$ cat config.mk
export PLATFORM = sky130hd
export DESIGN_NAME = pipelined_cla_adder
export DESIGN_NICKNAME = d
export VERILOG_FILES = /design/src/rtl/pipelined_cla_adder_pkg.sv /design/src/rtl/pipelined_cla_adder_cla4.sv /design/src/rtl/pipelined_cla_adder.sv
export SDC_FILE = /design/constraint.sdc
export NUM_CORES = 1
export LEC_CHECK = 0
export CORE_MARGIN = 10
export CORE_UTILIZATION = 31
export CTS_CLUSTER_DIAMETER = 30
export CTS_CLUSTER_SIZE = 8
export DETAILED_ROUTE_END_ITERATION = 16
export PLACE_DENSITY = 0.64
export SYNTH_ARGS = -nofsm -noshare
export SYNTH_HDL_FRONTEND = slang
export SYNTH_SLANG_ARGS = --single-unit
$ cat constraint.sdc
create_clock -name clk -period 6.9 [get_ports clk]
set_input_delay 1.38 -clock clk [delete_from_list [all_inputs] [get_ports clk]]
set_output_delay 1.38 -clock clk [all_outputs]
set_load 0.005 [all_outputs]
$ cat src/rtl/pipelined_cla_adder_pkg.sv
// Shared constants and parameter-legality check for the pipelined CLA adder.
package pipelined_cla_adder_pkg;

    localparam int CLA_GROUP_W = 4;

    // True when WIDTH splits into whole 4-bit groups and those groups split
    // evenly across the pipeline stages.
    function automatic bit cla_params_ok(input int width, input int stages);
        if (width < CLA_GROUP_W || (width % CLA_GROUP_W) != 0) return 1'b0;
        if (stages < 1) return 1'b0;
        return ((width / CLA_GROUP_W) % stages) == 0;
    endfunction

endpackage

$ cat src/rtl/pipelined_cla_adder_cla4.sv
// One 4-bit carry-lookahead group: local carries, group generate/propagate.
module cla4_group
    import pipelined_cla_adder_pkg::*;
(
    input  logic [CLA_GROUP_W-1:0] a,
    input  logic [CLA_GROUP_W-1:0] b,
    input  logic                   cin,
    output logic [CLA_GROUP_W-1:0] sum,
    output logic                   g,
    output logic                   p,
    output logic                   cout
);

    logic [CLA_GROUP_W-1:0] gi;
    logic [CLA_GROUP_W-1:0] pi;
    logic [CLA_GROUP_W-1:0] c;

    assign gi = a & b;
    assign pi = a ^ b;

    assign c[0] = cin;
    assign c[1] = gi[0] | (pi[0] & cin);
    assign c[2] = gi[1] | (pi[1] & gi[0]) | (pi[1] & pi[0] & cin);
    assign c[3] = gi[2] | (pi[2] & gi[1]) | (pi[2] & pi[1] & gi[0])
                | (pi[2] & pi[1] & pi[0] & cin);

    assign g = gi[3] | (pi[3] & gi[2]) | (pi[3] & pi[2] & gi[1])
             | (pi[3] & pi[2] & pi[1] & gi[0]);
    assign p    = &pi;
    assign cout = g | (p & cin);
    assign sum  = pi ^ c;

endmodule

$ cat src/rtl/pipelined_cla_adder.sv
// Pipelined carry-lookahead adder/subtractor with valid/ready handshake.
// Each stage resolves an equal slice of 4-bit groups and registers its carry.
module pipelined_cla_adder
    import pipelined_cla_adder_pkg::*;
#(
    parameter int WIDTH  = 32,
    parameter int STAGES = 2
) (
    input  logic             clk,
    input  logic             rst,
    input  logic             in_valid,
    output logic             in_ready,
    input  logic [WIDTH-1:0] a,
    input  logic [WIDTH-1:0] b,
    input  logic             cin,
    input  logic             sub,
    output logic             out_valid,
    input  logic             out_ready,
    output logic [WIDTH-1:0] sum,
    output logic             cout,
    output logic             ovf
);

    // Guarded so an illegal configuration reaches the $error below cleanly.
    localparam int NGROUPS = (WIDTH < CLA_GROUP_W) ? 1 : WIDTH / CLA_GROUP_W;
    localparam int STG     = (STAGES < 1) ? 1 : STAGES;
    localparam int GPS     = (NGROUPS / STG < 1) ? 1 : NGROUPS / STG;
    localparam int SW      = GPS * CLA_GROUP_W;

    if (!cla_params_ok(WIDTH, STAGES)) begin : g_bad_params
        $error("pipelined_cla_adder: WIDTH must be a multiple of 4 and WIDTH/4 divisible by STAGES");
    end

    logic [WIDTH-1:0] a_q [STG];
    logic [WIDTH-1:0] b_q [STG];
    logic [WIDTH-1:0] s_q [STG];
    logic             c_q [STG];
    logic             v_q [STG];
    logic             ovf_q;
    logic             adv;

    // The whole pipe moves together; it only freezes when the output is held.
    assign adv      = !out_valid || out_ready;
    assign in_ready = adv;

    for (genvar s = 0; s < STG; s++) begin : g_stage
        localparam int LSB = s * SW;

        logic [WIDTH-1:0] a_i;
        logic [WIDTH-1:0] b_i;
        logic [WIDTH-1:0] s_i;
        logic             c_i;
        logic             v_i;
        logic [GPS:0]     gc;
        logic [GPS-1:0]   gg;
        logic [GPS-1:0]   gp;
        logic [GPS-1:0]   gco;
        logic [SW-1:0]    slice_sum;
        logic [WIDTH-1:0] s_d;
        logic             unused_grp;

        if (s == 0) begin : g_head
            // Subtraction is A + ~B + 1, so the inverted B travels down the pipe.
            assign a_i = a;
            assign b_i = sub ? ~b : b;
            assign s_i = '0;
            assign c_i = sub | cin;
            assign v_i = in_valid;
        end else begin : g_body
            assign a_i = a_q[s-1];
            assign b_i = b_q[s-1];
            assign s_i = s_q[s-1];
            assign c_i = c_q[s-1];
            assign v_i = v_q[s-1];
        end

        assign gc[0] = c_i;

        for (genvar k = 0; k < GPS; k++) begin : g_grp
            cla4_group u_grp (
                .a    (a_i[LSB + k*CLA_GROUP_W +: CLA_GROUP_W]),
                .b    (b_i[LSB + k*CLA_GROUP_W +: CLA_GROUP_W]),
                .cin  (gc[k]),
                .sum  (slice_sum[k*CLA_GROUP_W +: CLA_GROUP_W]),
                .g    (gg[k]),
                .p    (gp[k]),
                .cout (gco[k])
            );
            assign gc[k+1] = gg[k] | (gp[k] & gc[k]);
        end

        // Group couts duplicate the G/P chain; kept only for the group's own use.
        assign unused_grp = ^gco;

        // Splice this stage's slice into the sum bits completed so far.
        always_comb begin
            s_d                = s_i;
            s_d[LSB +: SW]     = slice_sum;
        end

        // Stage register: valid always advances, data only for real beats.
        always_ff @(posedge clk or posedge rst) begin
            if (rst) begin
                v_q[s] <= 1'b0;
                c_q[s] <= 1'b0;
                a_q[s] <= '0;
                b_q[s] <= '0;
                s_q[s] <= '0;
            end else if (adv) begin
                v_q[s] <= v_i;
                if (v_i) begin
                    a_q[s] <= a_i;
                    b_q[s] <= b_i;
                    s_q[s] <= s_d;
                    c_q[s] <= gc[GPS];
                end
            end
        end

        if (s == STG - 1) begin : g_tail
            // Carry into the MSB is recovered as a ^ b_eff ^ sum at that bit.
            always_ff @(posedge clk or posedge rst) begin
                if (rst) begin
                    ovf_q <= 1'b0;
                end else if (adv && v_i) begin
                    ovf_q <= a_i[WIDTH-1] ^ b_i[WIDTH-1] ^ s_d[WIDTH-1] ^ gc[GPS];
                end
            end
        end
    end

    logic unused_tail;
    assign unused_tail = ^{a_q[STG-1], b_q[STG-1]};

    assign out_valid = v_q[STG-1];
    assign sum       = s_q[STG-1];
    assign cout      = c_q[STG-1];
    assign ovf       = ovf_q;

endmodule

---- After elaboration in Yosys (flattened, before gate mapping) ----
Cells that the tools add are included.
cells by class
  mux-type cells .......................... 1
  reductions and logical operators ........ 13
  bitwise gates (word level) .............. 229
operator list
  kind                 count
  bitwise AND 1 bit    120
  bitwise OR 1 bit     81
  bitwise XOR 4 bit    16
  bitwise AND 4 bit    8
  two-way mux 32 bit   1
  NOT 32 bit           1
  AND reduction 4 bit  8
  AND reduction 2 bit  2
  bitwise XOR 1 bit    3
  logical AND 1 bit    1
  logical NOT 1 bit    1
  logical OR 1 bit     1
word-level totals
  flip-flop bits (word level) ............. 117
  word-level logic and storage cells ...... 252

---- Depth between registers and ports, before layout ----
Gate-level depths: netlist of the first run.
  depth in word-level cells ............... 15
  gate-level depth with buffers ........... 13
  depth with buffers taken out ............ 11

---- Cells and area by module ----
Synthesis of the first run repeated with hierarchy kept, for this count alone.
second synthesis, totals
  cell total of the unflattened synthesis .. 441
  area, all modules ....................... 5113.7 um^2
modules (own cells, without submodules)
  module                                       cells an instance  seq. area each (um^2)  times used  area each (um^2)
  pipelined_cla_adder                          265                2127.0                 1           3584.7
  cla4_group at g_stage[0].g_grp[2].u_grp ...  22                 0.0                    6           193.9
  cla4_group at g_stage[0].g_grp[0].u_grp ...  22                 0.0                    2           182.7

---- Worst setup path after synthesis of the first run ----
OpenSTA, ideal clock, no wires.
  path kind ............................... input to register
  start ................................... input port sub
  end ..................................... register s_q, in the netlist g_stage[1].s_i[8]
  path slack .............................. 2.803 ns
  data required time ...................... 6.817 ns
  arrival time ............................ 4.014 ns
  path buffers ............................ 2
  stages .................................. 12
  setup time .............................. 0.083 ns
  path through ............................ buf_2 -> buf_1 -> xor2_1 -> ha_1 -> a21o_1 -> o21a_1 -> a211o_1 -> a21oi_1 -> nor2b_1 -> nor2_1 -> fa_1 -> o21ai_0
on the way
  longest elaborated chain between the ends .. 10
  elaborated cells between the ends (all ways) .. 30
ends and longest elaborated chain
  what                                                    RTL line                                                        source
  from (decl)                                             pipelined_cla_adder.sv:16                                       input logic sub,
  two-way mux 32 bit                                      pipelined_cla_adder.sv:65                                       assign b_i = sub ? ~b : b;
  bitwise XOR 4 bit or bitwise AND 4 bit (tied branches)  pipelined_cla_adder_cla4.sv:19, pipelined_cla_adder_cla4.sv:18
  bitwise AND 1 bit, on equally long branches             pipelined_cla_adder_cla4.sv:27, pipelined_cla_adder_cla4.sv:28
  bitwise OR 1 bit (tied with other cells)                pipelined_cla_adder_cla4.sv:27                                  assign g = gi[3] | (pi[3] & gi[2]) | (pi[3] & pi[2] & gi[1])
  bitwise OR 1 bit or bitwise AND 1 bit (tied branches)   pipelined_cla_adder_cla4.sv:27, pipelined_cla_adder_cla4.sv:28
  bitwise OR 1 bit                                        pipelined_cla_adder_cla4.sv:28                                  | (pi[3] & pi[2] & pi[1] & gi[0]);
  bitwise OR 1 bit                                        n/a
  bitwise AND 1 bit                                       n/a
  bitwise OR 1 bit                                        n/a
  bitwise XOR 4 bit (*)                                   pipelined_cla_adder_cla4.sv:31                                  assign sum = pi ^ c;
  to (signal, indexed assignment)                         pipelined_cla_adder.sv:108                                      s_q[s] <= '0;
  to (signal, indexed assignment)                         pipelined_cla_adder.sv:114                                      s_q[s] <= s_d;
  to (decl)                                               pipelined_cla_adder.sv:36                                       logic [WIDTH-1:0] s_q [STG];
Every way passes the cells marked *; elsewhere a longest branch is shown, timed or not.
A chain may end at the register's enable or synchronous reset.

---- Final worst setup path of the first run ----
  start ................................... input port out_ready
  end ..................................... output port in_ready
on the way
  longest elaborated chain between the ends .. 1
ends and longest elaborated chain
  what              RTL line                   source
  from (decl)       pipelined_cla_adder.sv:18  input logic out_ready,
  logical OR 1 bit  pipelined_cla_adder.sv:43  assign adv = !out_valid || out_ready;
  to (decl)         pipelined_cla_adder.sv:12  output logic in_ready,
Every way passes these cells.

==> impl_metrics.json, run 1 <==
{
  "crit_type": "in2out",
  "vdd_ir_drop_max_uv": 116,
  "finalInstanceArea_mm2": 0.00629,
  "wl_um": 11600,
  "dr.pass1.iters": 4,
  "drc": 0,
  "dp_hpwl_um": 8940,
  "gp_congestion": 0.764,
  "ctsResizeCount": 0,
  "cap_violations": 0,
  "synth-main-ff-cell": "dfrtp_1",
  "synth-edff-count": 0,
  "cts_tree": "yes",
  "clock_latency_ns": 0.34,
  "critPathArrivalTime_ns": 2.64,
  "cts_num_sinks": 85,
  "setup_viol": 0,
  "rsz0062_at_grt": "false",
  "grt_max_degree": 55,
  "wire_per_inst_um": 14.8,
  "final.setup_skew_ns": 0.00507,
  "avgSynthCellArea_um2": 9.76,
  "yosys-top-cells-area": "dfrtp_1 45%, nand2_1 9.1%, ha_1 8.4%",
  "cpMostUsedCell": "clkdlybuf4s50_1",
  "fin_crit_ns": 4.02,
  "syn2layout_area_growth_pct": 32.4,
  "antenna_found_initial": 0,
  "setup-tns-final_ns": 0,
  "cts_setup_buffers": 0,
  "cts_root_buffer": "clkbuf_16",
  "finish.net_count": 698,
  "outcome": "complete, no violations",
  "drive_gt1_share_pct": 8.60,
  "via_per_inst": 4.72,
  "track_usage_pct": 11.6,
  "grt_pass1_vias": 3864,
  "worst_pin_slew_ns": 0.652,
  "timing_hold_violations_final": 0,
  "cts_buffer_depth": 2,
  "critical_path.slowest_cell": "clkdlybuf4s50_1",
  "synth-seq-cells": 85,
  "synth.top_cell.area_share_pct": 44.8,
  "die_h_um": 144,
  "synth.net_count": 597,
  "fin_ws_ns": 2.88,
  "port-buffer-count": 105,
  "syn_area_mm2": 0.00475,
  "synth_most_common_cell": "nand2_1",
  "hold_path.class": "reg2reg",
  "netlist_top_cells_count": "115 x nand2_1, 85 x dfrtp_1, 49 x o21ai_0",
  "synthCells": 487,
  "dieArea_mm2": 0.0207,
  "path_buf_inv": 2,
  "antenna_left": 0,
  "p_per_area_mw_per_mm2": 310,
  "crit_required_ns": 5.52,
  "async_flop_share_pct": 100,
  "coreArea_mm2": 0.0151,
  "fin_util_pct": 41.7,
  "core.rowCount": 45,
  "yosys_warnings": 0,
  "path_cells": "clkdlybuf4s50_1 > nand2b_1 > clkdlybuf4s50_1",
  "synth_seq_area_share_pct": 44.8,
  "drtIter0Drc": 192,
  "holdBufCountCts": 0,
  "slew_headroom_pct": 56.6,
  "cpPeakStageDelay_ns": 0.56,
  "crit_path_max_fanout": 7,
  "grt-ovfl-total": 0,
  "cp-end-kind": "output port",
  "synth_cell_types": 43,
  "pin_count": 106,
  "grt_pass1_wl_um": 19200,
  "p_leak_nw": 2.87,
  "worstSetupStartpointType": "input pin",
  "max_freq_mhz": 249,
  "die_x_um": 144,
  "period_share_pct": 58.2,
  "vias": 3683,
  "placed_area_mm2": 0.00600,
  "slew_viol_final": 0,
  "n_antenna_cell": 0,
  "path_clk_slew_ns": 0.06,
  "start_util_pct": 31.5,
  "synth_top_cell_by_area": "dfrtp_1",
  "pre_cts_slack_ns": 2.60,
  "ctsHtreeMaxLevel": 3,
  "cts-buffers-inserted": 9,
  "critPathTopFamily": "buffers and inverters"
}
## sequential cells by signal, indices dropped and copies added (netlist names)
| register | flops |
|---|---|
| out_valid | 1 |
| g_stage.c_i | 1 |
| g_stage.b_i | 16 |
| sum | 32 |
| g_stage.a_i | 16 |
| cout | 1 |
| g_stage.s_i | 16 |
| g_stage.v_i | 1 |
| ovf | 1 |
## power breakdown
part	internal, W	switching, W
Sequential	0.000652	0.0000944
Combinational	0.000394	0.000335
Clock	0.000289	0.000189
Total	0.00133	0.000619
## kinds of logic after synthesis
family	after synthesis	share of synthesized area [%]
AND/OR/NAND/NOR	150	13.1
XOR/XNOR	51	9.40
flip-flops	85	44.8
AO/OA/AOI/OAI	106	13.9
adder cells (fa/ha/maj)	40	11.8
buffers and inverters	38	3.03
multiplexers	17	4.03
## cells in the final DEF, fill, tap and decap left out, drive strengths merged, types with 12 or more instances in the layout
master / n
inv: 17
a21oi: 23
dfrtp: 85
clkdlybuf4s50: 104
ha: 32
xor2: 26
clkbuf: 12
mux2: 17
xnor2: 25
nand2: 115
o21ai: 49
## routing by layer
metal / GRT usage, % / up-vias / wire (um)
met2: 19.1 / 101 / 5400
met5: 0 / - / 0
met4: 4.35 / 0 / 199
met3: 3.20 / 15 / 770
met1: 14.2 / 1713 / 5220
li1: - / 1854 / -
## final cells by class
type                       count  area [um2]
clock buffer                  12         246
clock inverter                 4        47.5
fill                        1476        8800
inverter                      18        68.8
multi-input combinational    364        2480
sequential                    85        2130
tap                          188         235
timing repair buffer         110        1080
## worst paths after layout
path	from	end	slack, ns	cells past startpoint
min	g_stage[1].s_i[14]	sum[14]	0.47	2
min in group asynchronous	rst	g_stage[1].a_i[25]	1.42	2
min reg2reg	g_stage[1].s_i[14]	sum[14]	0.47	2
max	out_ready	in_ready	2.88	3
max in group asynchronous	rst	sum[22]	4.39	3
max reg2reg	g_stage[1].a_i[16]	sum[25]	3.97	9
## through the flow
stage,power (W),hold slack [ns],cells
after floorplan,0.00115,0.433,487
after global placement,0.00147,0.447,765
after detailed placement,0.00150,0.457,765
after CTS,0.00199,0.469,781
after global routing,0.00211,0.492,781
final,0.00195,0.466,781
## worst register-to-register path, delay by kind of cell (launching register included)
family | cells | cell delay (ns)
compound gates | 5 | 1.01
fa+ha+maj | 2 | 0.71
simple gates | 1 | 0.54
flops | 1 | 0.40
xor+xnor | 1 | 0.16
Note: power is estimated with default switching activity, not from simulation.
==> inputs of run 2 (changes only) <==
==> constraint.sdc (replaced) <==
create_clock -name clk -period 4.1 [get_ports clk]
set_input_delay 0.82 -clock clk [delete_from_list [all_inputs] [get_ports clk]]
set_output_delay 0.82 -clock clk [all_outputs]
set_load 0.005 [all_outputs]
==> run 2 against run 1 <==
  * Register-to-register slack got worse by 2.8 ns
  * Final cell count increased by 0.38%
  * Design area grew 0.62%
  * Sequential cell count is the same
  * Clock power up 67%
  * Global-route usage rose by 0.36 points
  * Non-clock buffer count rose by 3
  * Die area unchanged
  * Wire length rose by 4.0%
  * Clock skew shrank 0.0014 ns
  * First-iteration DRC count shrank 23%
  * Total power is 69% higher
  * Critical endpoint is now g_stage[1].s_i[12]
  * Largest cell class unchanged
==> impl_metrics.json, run 2 (synthesized netlist as in run 1, its figures left out) <==
{
  "period_share_pct": 80.8,
  "min_from": "g_stage[1].s_i[14]",
  "start_util_pct": 31.5,
  "core.rowCount": 45,
  "grt_pass1_vias": 3913,
  "r2r_start": "g_stage[1].a_i[17]",
  "startpoint": "b[0]",
  "crit_required_ns": 4.35,
  "cts-buffers-inserted": 9,
  "dp_hpwl_um": 9320,
  "grt_pass1_wl_um": 19600,
  "route.met3.wl_um": 739,
  "final.setup_skew_ns": 0.00368,
  "layout_common_cells": "114 x nand2_1, 104 x clkdlybuf4s50_1, 85 x dfrtp_1",
  "n_antenna_cell": 0,
  "cts_root_buffer": "clkbuf_16",
  "drt-met1-wl_um": 5320,
  "hold_path.class": "reg2reg",
  "cts_num_sinks": 85,
  "clock_latency_ns": 0.35,
  "via_per_inst": 4.78,
  "fin_crit_ns": 3.31,
  "die_h_um": 144,
  "coreArea_mm2": 0.0151,
  "dieArea_mm2": 0.0207,
  "crit_path_max_fanout": 5,
  "holdBufCountCts": 0,
  "cp-end-kind": "flip-flop",
  "critPathArrivalTime_ns": 3.57,
  "port-buffer-count": 105,
  "largest_register_ffs": 32,
  "drc": 0,
  "layout_commonest_cell": "nand2_1",
  "whs_ns": 0.468,
  "slew_headroom_pct": 55.1,
  "cts_tree": "yes",
  "fin_ws_ns": 0.787,
  "rsz0062_at_grt": "false",
  "pre_cts_slack_ns": 0.380,
  "syn2layout_area_growth_pct": 33.2,
  "fin_util_pct": 41.9,
  "top_layer": "met5",
  "wl_met2_um": 5780,
  "grt-ovfl-total": 0,
  "wire_per_inst_um": 15.4,
  "max_freq_mhz": 302,
  "setup-tns-final_ns": 0,
  "antenna_left": 0,
  "track_usage_pct": 12.0,
  "cts_buffer_depth": 2,
  "antenna_found_initial": 1,
  "gp_congestion": 0.769,
  "dr.pass1.iters": 4,
  "pin_count": 106,
  "p_leak_nw": 2.89,
  "placed_cells": 768,
  "p_per_area_mw_per_mm2": 522,
  "vias": 3747,
  "setup_viol": 0,
  "vdd_ir_drop_max_uv": 189,
  "grt_max_degree": 47,
  "cap_violations": 0,
  "worst_pin_slew_ns": 0.671,
  "finish.net_count": 701,
  "slew_viol_final": 0,
  "path_clk_slew_ns": 0.06,
  "cts_setup_buffers": 0,
  "drive_gt1_share_pct": 9.40,
  "ctsHtreeMaxLevel": 3,
  "worstSetupStartpointType": "input pin",
  "ctsResizeCount": 0,
  "timing_hold_violations_final": 0,
  "final_cells": 784,
  "die_x_um": 144,
  "outcome": "complete, no violations",
  "drtIter0Drc": 147,
  "crit_type": "in2reg",
  "wl_um": 12000
}
==> run 2: changes by cell type in the layout (fill, tap and decap cells not counted) <==
| cell | before | now |
|---|---|---|
| buf_12 | 0 | 1 |
| buf_4 | 5 | 7 |
| bufinv_16 | 1 | 0 |
| clkbuf_1 | 2 | 0 |
| clkbuf_8 | 1 | 4 |
==> run 2: final timing paths <==
check,endpoint,slack (ns),cells past startpoint
worst max-delay path,g_stage[1].s_i[12],0.79,10
min in group asynchronous,g_stage[1].a_i[25],0.74,2
worst min register to register,sum[14],0.47,2
worst min-delay path,sum[14],0.47,2
max in group asynchronous,sum[12],2.58,3
worst max register to register,sum[25],1.13,9
==> run 2: worst max-delay path: stages <==
cell and delay, ns:
clkdlybuf4s50_1 0.48, xor2_1 0.22, ha_1 0.27, o211a_1 0.12
o21a_1 0.25, a211oi_1 0.35, o21ai_0 0.21, a21oi_1 0.24
fa_1 0.44, o21ai_0 0.17
==> run 2: stage by stage <==
step,instance area (um2),power [W]
4_1_cts,6330,0.00336
3_3_place_gp,6030,0.00249
6_report,6330,0.00330
5_1_grt,6330,0.00355
3_5_place_dp,6030,0.00254
2_1_floorplan,4750,0.00193
==> run 2: metal layers <==
metal,track usage [%],up-vias
met4,5.05,2
met5,0,-
met2,19.8,93
li1,-,1854
met1,14.2,1782
met3,3.53,16
==> run 2: power breakdown <==
group / switching (W) / internal [W]
combinational: 0.000568 / 0.000671
sequential: 0.000166 / 0.00110
clock: 0.000327 / 0.000474
total: 0.00106 / 0.00224
==> run 2: final cells by class <==
type | count | area [um2]
fillers | 1478 | 8760
multi-input cells | 364 | 2480
flip-flops and latches | 85 | 2130
repair buffers | 113 | 1120
clock buffers | 13 | 280
well taps | 188 | 235
inverters | 18 | 68.8
clock inverters | 3 | 17.5
==> inputs of run 3 (changes only) <==
--- a/config.mk
+++ b/config.mk
@@ -10,7 +10,7 @@
 export CTS_CLUSTER_DIAMETER = 30
 export CTS_CLUSTER_SIZE = 8
 export DETAILED_ROUTE_END_ITERATION = 16
-export PLACE_DENSITY = 0.64
+export PLACE_DENSITY = 0.66
 export SYNTH_ARGS = -nofsm -noshare
 export SYNTH_HDL_FRONTEND = slang
 export SYNTH_SLANG_ARGS = --single-unit
==> constraint.sdc (replaced) <==
create_clock -name clk -period 2.9 [get_ports clk]
set_input_delay 0.58 -clock clk [delete_from_list [all_inputs] [get_ports clk]]
set_output_delay 0.58 -clock clk [all_outputs]
set_load 0.005 [all_outputs]
==> run 3 against run 2 <==
  * Count of clock-buffer cells in the layout fell by 1
  * Clock skew rose by 0.0034 ns
  * Sequential cell count did not move
  * Largest power group is now combinational cells
  * Highest routed layer is now met4
==> impl_metrics.json, run 3 (synthesized netlist as in run 1, its figures left out) <==
{
  "gp_congestion": 0.809,
  "via_per_inst": 4.78,
  "slew_headroom_pct": 57.5,
  "grt.met3_usage_pct": 3.53,
  "dr.pass1.iters": 4,
  "pre_cts_slack_ns": -0.512,
  "antenna_found_initial": 1,
  "track_usage_pct": 12.3,
  "critical_path.slowest_cell": "clkdlybuf4s50_1",
  "vias": 3870,
  "critPathArrivalTime_ns": 3.06,
  "clock_latency_ns": 0.35,
  "n_fill_cell": 1451,
  "p_per_area_mw_per_mm2": 740,
  "largest_register_ffs": 32,
  "layout_common_cells": "113 x nand2_1, 101 x clkdlybuf4s50_1, 85 x dfrtp_1",
  "dp_hpwl_um": 9440,
  "crit_path_max_fanout": 2,
  "cpPeakStageDelay_ns": 0.50,
  "gr-usage-met2_pct": 21.7,
  "rsz0062_at_grt": "false",
  "port-buffer-count": 105,
  "drc": 0,
  "pin_count": 106,
  "final_cells": 809,
  "max_freq_mhz": 359,
  "drtIter0Drc": 209,
  "p_leak_nw": 3.07,
  "core.rowCount": 45,
  "slew_viol_final": 0,
  "cts-buffers-inserted": 9,
  "dieArea_mm2": 0.0207,
  "layout_commonest_cell": "nand2_1",
  "path_cells": "clkdlybuf4s50_1 > xor2_2 > ha_1 > and3_4 > buf_4 > a211o_1 > a21oi_2 > nor2b_1 > nor2_1 > fa_1 > o21ai_1",
  "cts_root_buffer": "clkbuf_16",
  "fin_util_pct": 43.9,
  "final.setup_skew_ns": 0.00710,
  "vdd_ir_drop_max_uv": 275,
  "placed_cells": 789,
  "fin_ws_ns": 0.113,
  "die_x_um": 144,
  "ctsHtreeMaxLevel": 3,
  "finalInstanceArea_mm2": 0.00663,
  "wl_um": 12200,
  "syn2layout_area_growth_pct": 39.5,
  "start_util_pct": 31.5,
  "grt_pass1_wl_um": 20000,
  "finish.net_count": 725,
  "cts_buffer_depth": 2,
  "period_share_pct": 96.1,
  "fin_crit_ns": 2.79,
  "outcome": "complete, no violations",
  "cts_tree": "yes",
  "wire_per_inst_um": 15.1,
  "coreArea_mm2": 0.0151,
  "cp-end-kind": "flip-flop",
  "placed_area_mm2": 0.00621,
  "cts_num_sinks": 85,
  "crit_required_ns": 3.18,
  "hold_path.class": "reg2reg",
  "holdBufCountCts": 0,
  "top_usage_layer": "met2",
  "critPathTopFamily": "adder cells",
  "path_buf_inv": 2,
  "met1_usage_pct": 13.6,
  "worstSetupStartpointType": "input pin",
  "worst_pin_slew_ns": 0.636,
  "timing_hold_violations_final": 0,
  "grt_max_degree": 52,
  "grt-ovfl-total": 0,
  "die_h_um": 144,
  "grt_pass1_vias": 4099,
  "setup_viol": 0,
  "crit_type": "in2reg",
  "antenna_left": 0,
  "path_clk_slew_ns": 0.06,
  "drive_gt1_share_pct": 14.5,
  "cap_violations": 0
}
run 3: per-layer routing:
layer / vias up / wire [um]
met5: - / 0
met4: 0 / 216
met3: 16 / 725
met2: 87 / 6330
met1: 1871 / 4920
li1: 1896 / -
run 3: what timing repair did:
item | 4_1_cts | 5_1_grt
endpoints found under the setup margin | 3 | 8
buffers inserted | 1 | 3
gates resized for setup | 4 | 13
pin swaps | 6 | 18
run 3: power breakdown:
group	total [W]	leakage, nW	internal (W)	switching [W]
Clock	0.00126	0.163	0.000798	0.000460
Sequential	0.00178	1.04	0.00155	0.000232
Combinational	0.00186	1.87	0.00103	0.000837
Total	0.00491	3.07	0.00338	0.00153
run 3: stage by stage:
step	power (W)	setup TNS, ns	hold WS (ns)
finish	0.00491	0	0.465
global placement	0.00358	-1.97	0.443
global route	0.00526	0	0.488
floorplan	0.00273	-0.0502	0.433
detailed placement	0.00365	-2.59	0.455
CTS	0.00495	0	0.469
run 3: layout make-up:
class	count	area [um2]	share of cell area, %
multi-input combinational	364	2550	38.5
sequential	85	2130	32.1
timing repair buffer	137	1320	19.9
clock buffer	12	256	3.87
tap	188	235	3.55
clock inverter	4	70.1	1.06
inverter	18	68.8	1.04
antenna	1	2.50	0.0378
run 3: tightest hold or removal path, cell delays in order, from the launching register on:
cell	delay [ns]
dfrtp_1	0.34
nand2_1	0.05
nand2_1	0.05
run 3: worst paths after layout:
path | from | endpoint | slack (ns) | cells past startpoint
worst max-delay path | b[4] | g_stage[1].s_i[8] | 0.11 | 11
worst min-delay path | g_stage[1].s_i[10] | sum[10] | 0.47 | 2
worst max register to register | g_stage[1].a_i[16] | sum[25] | 0.17 | 9
worst min register to register | g_stage[1].s_i[10] | sum[10] | 0.47 | 2
max in group asynchronous | rst | g_stage[1].a_i[19] | 1.57 | 3
min in group asynchronous | rst | sum[1] | 0.62 | 2
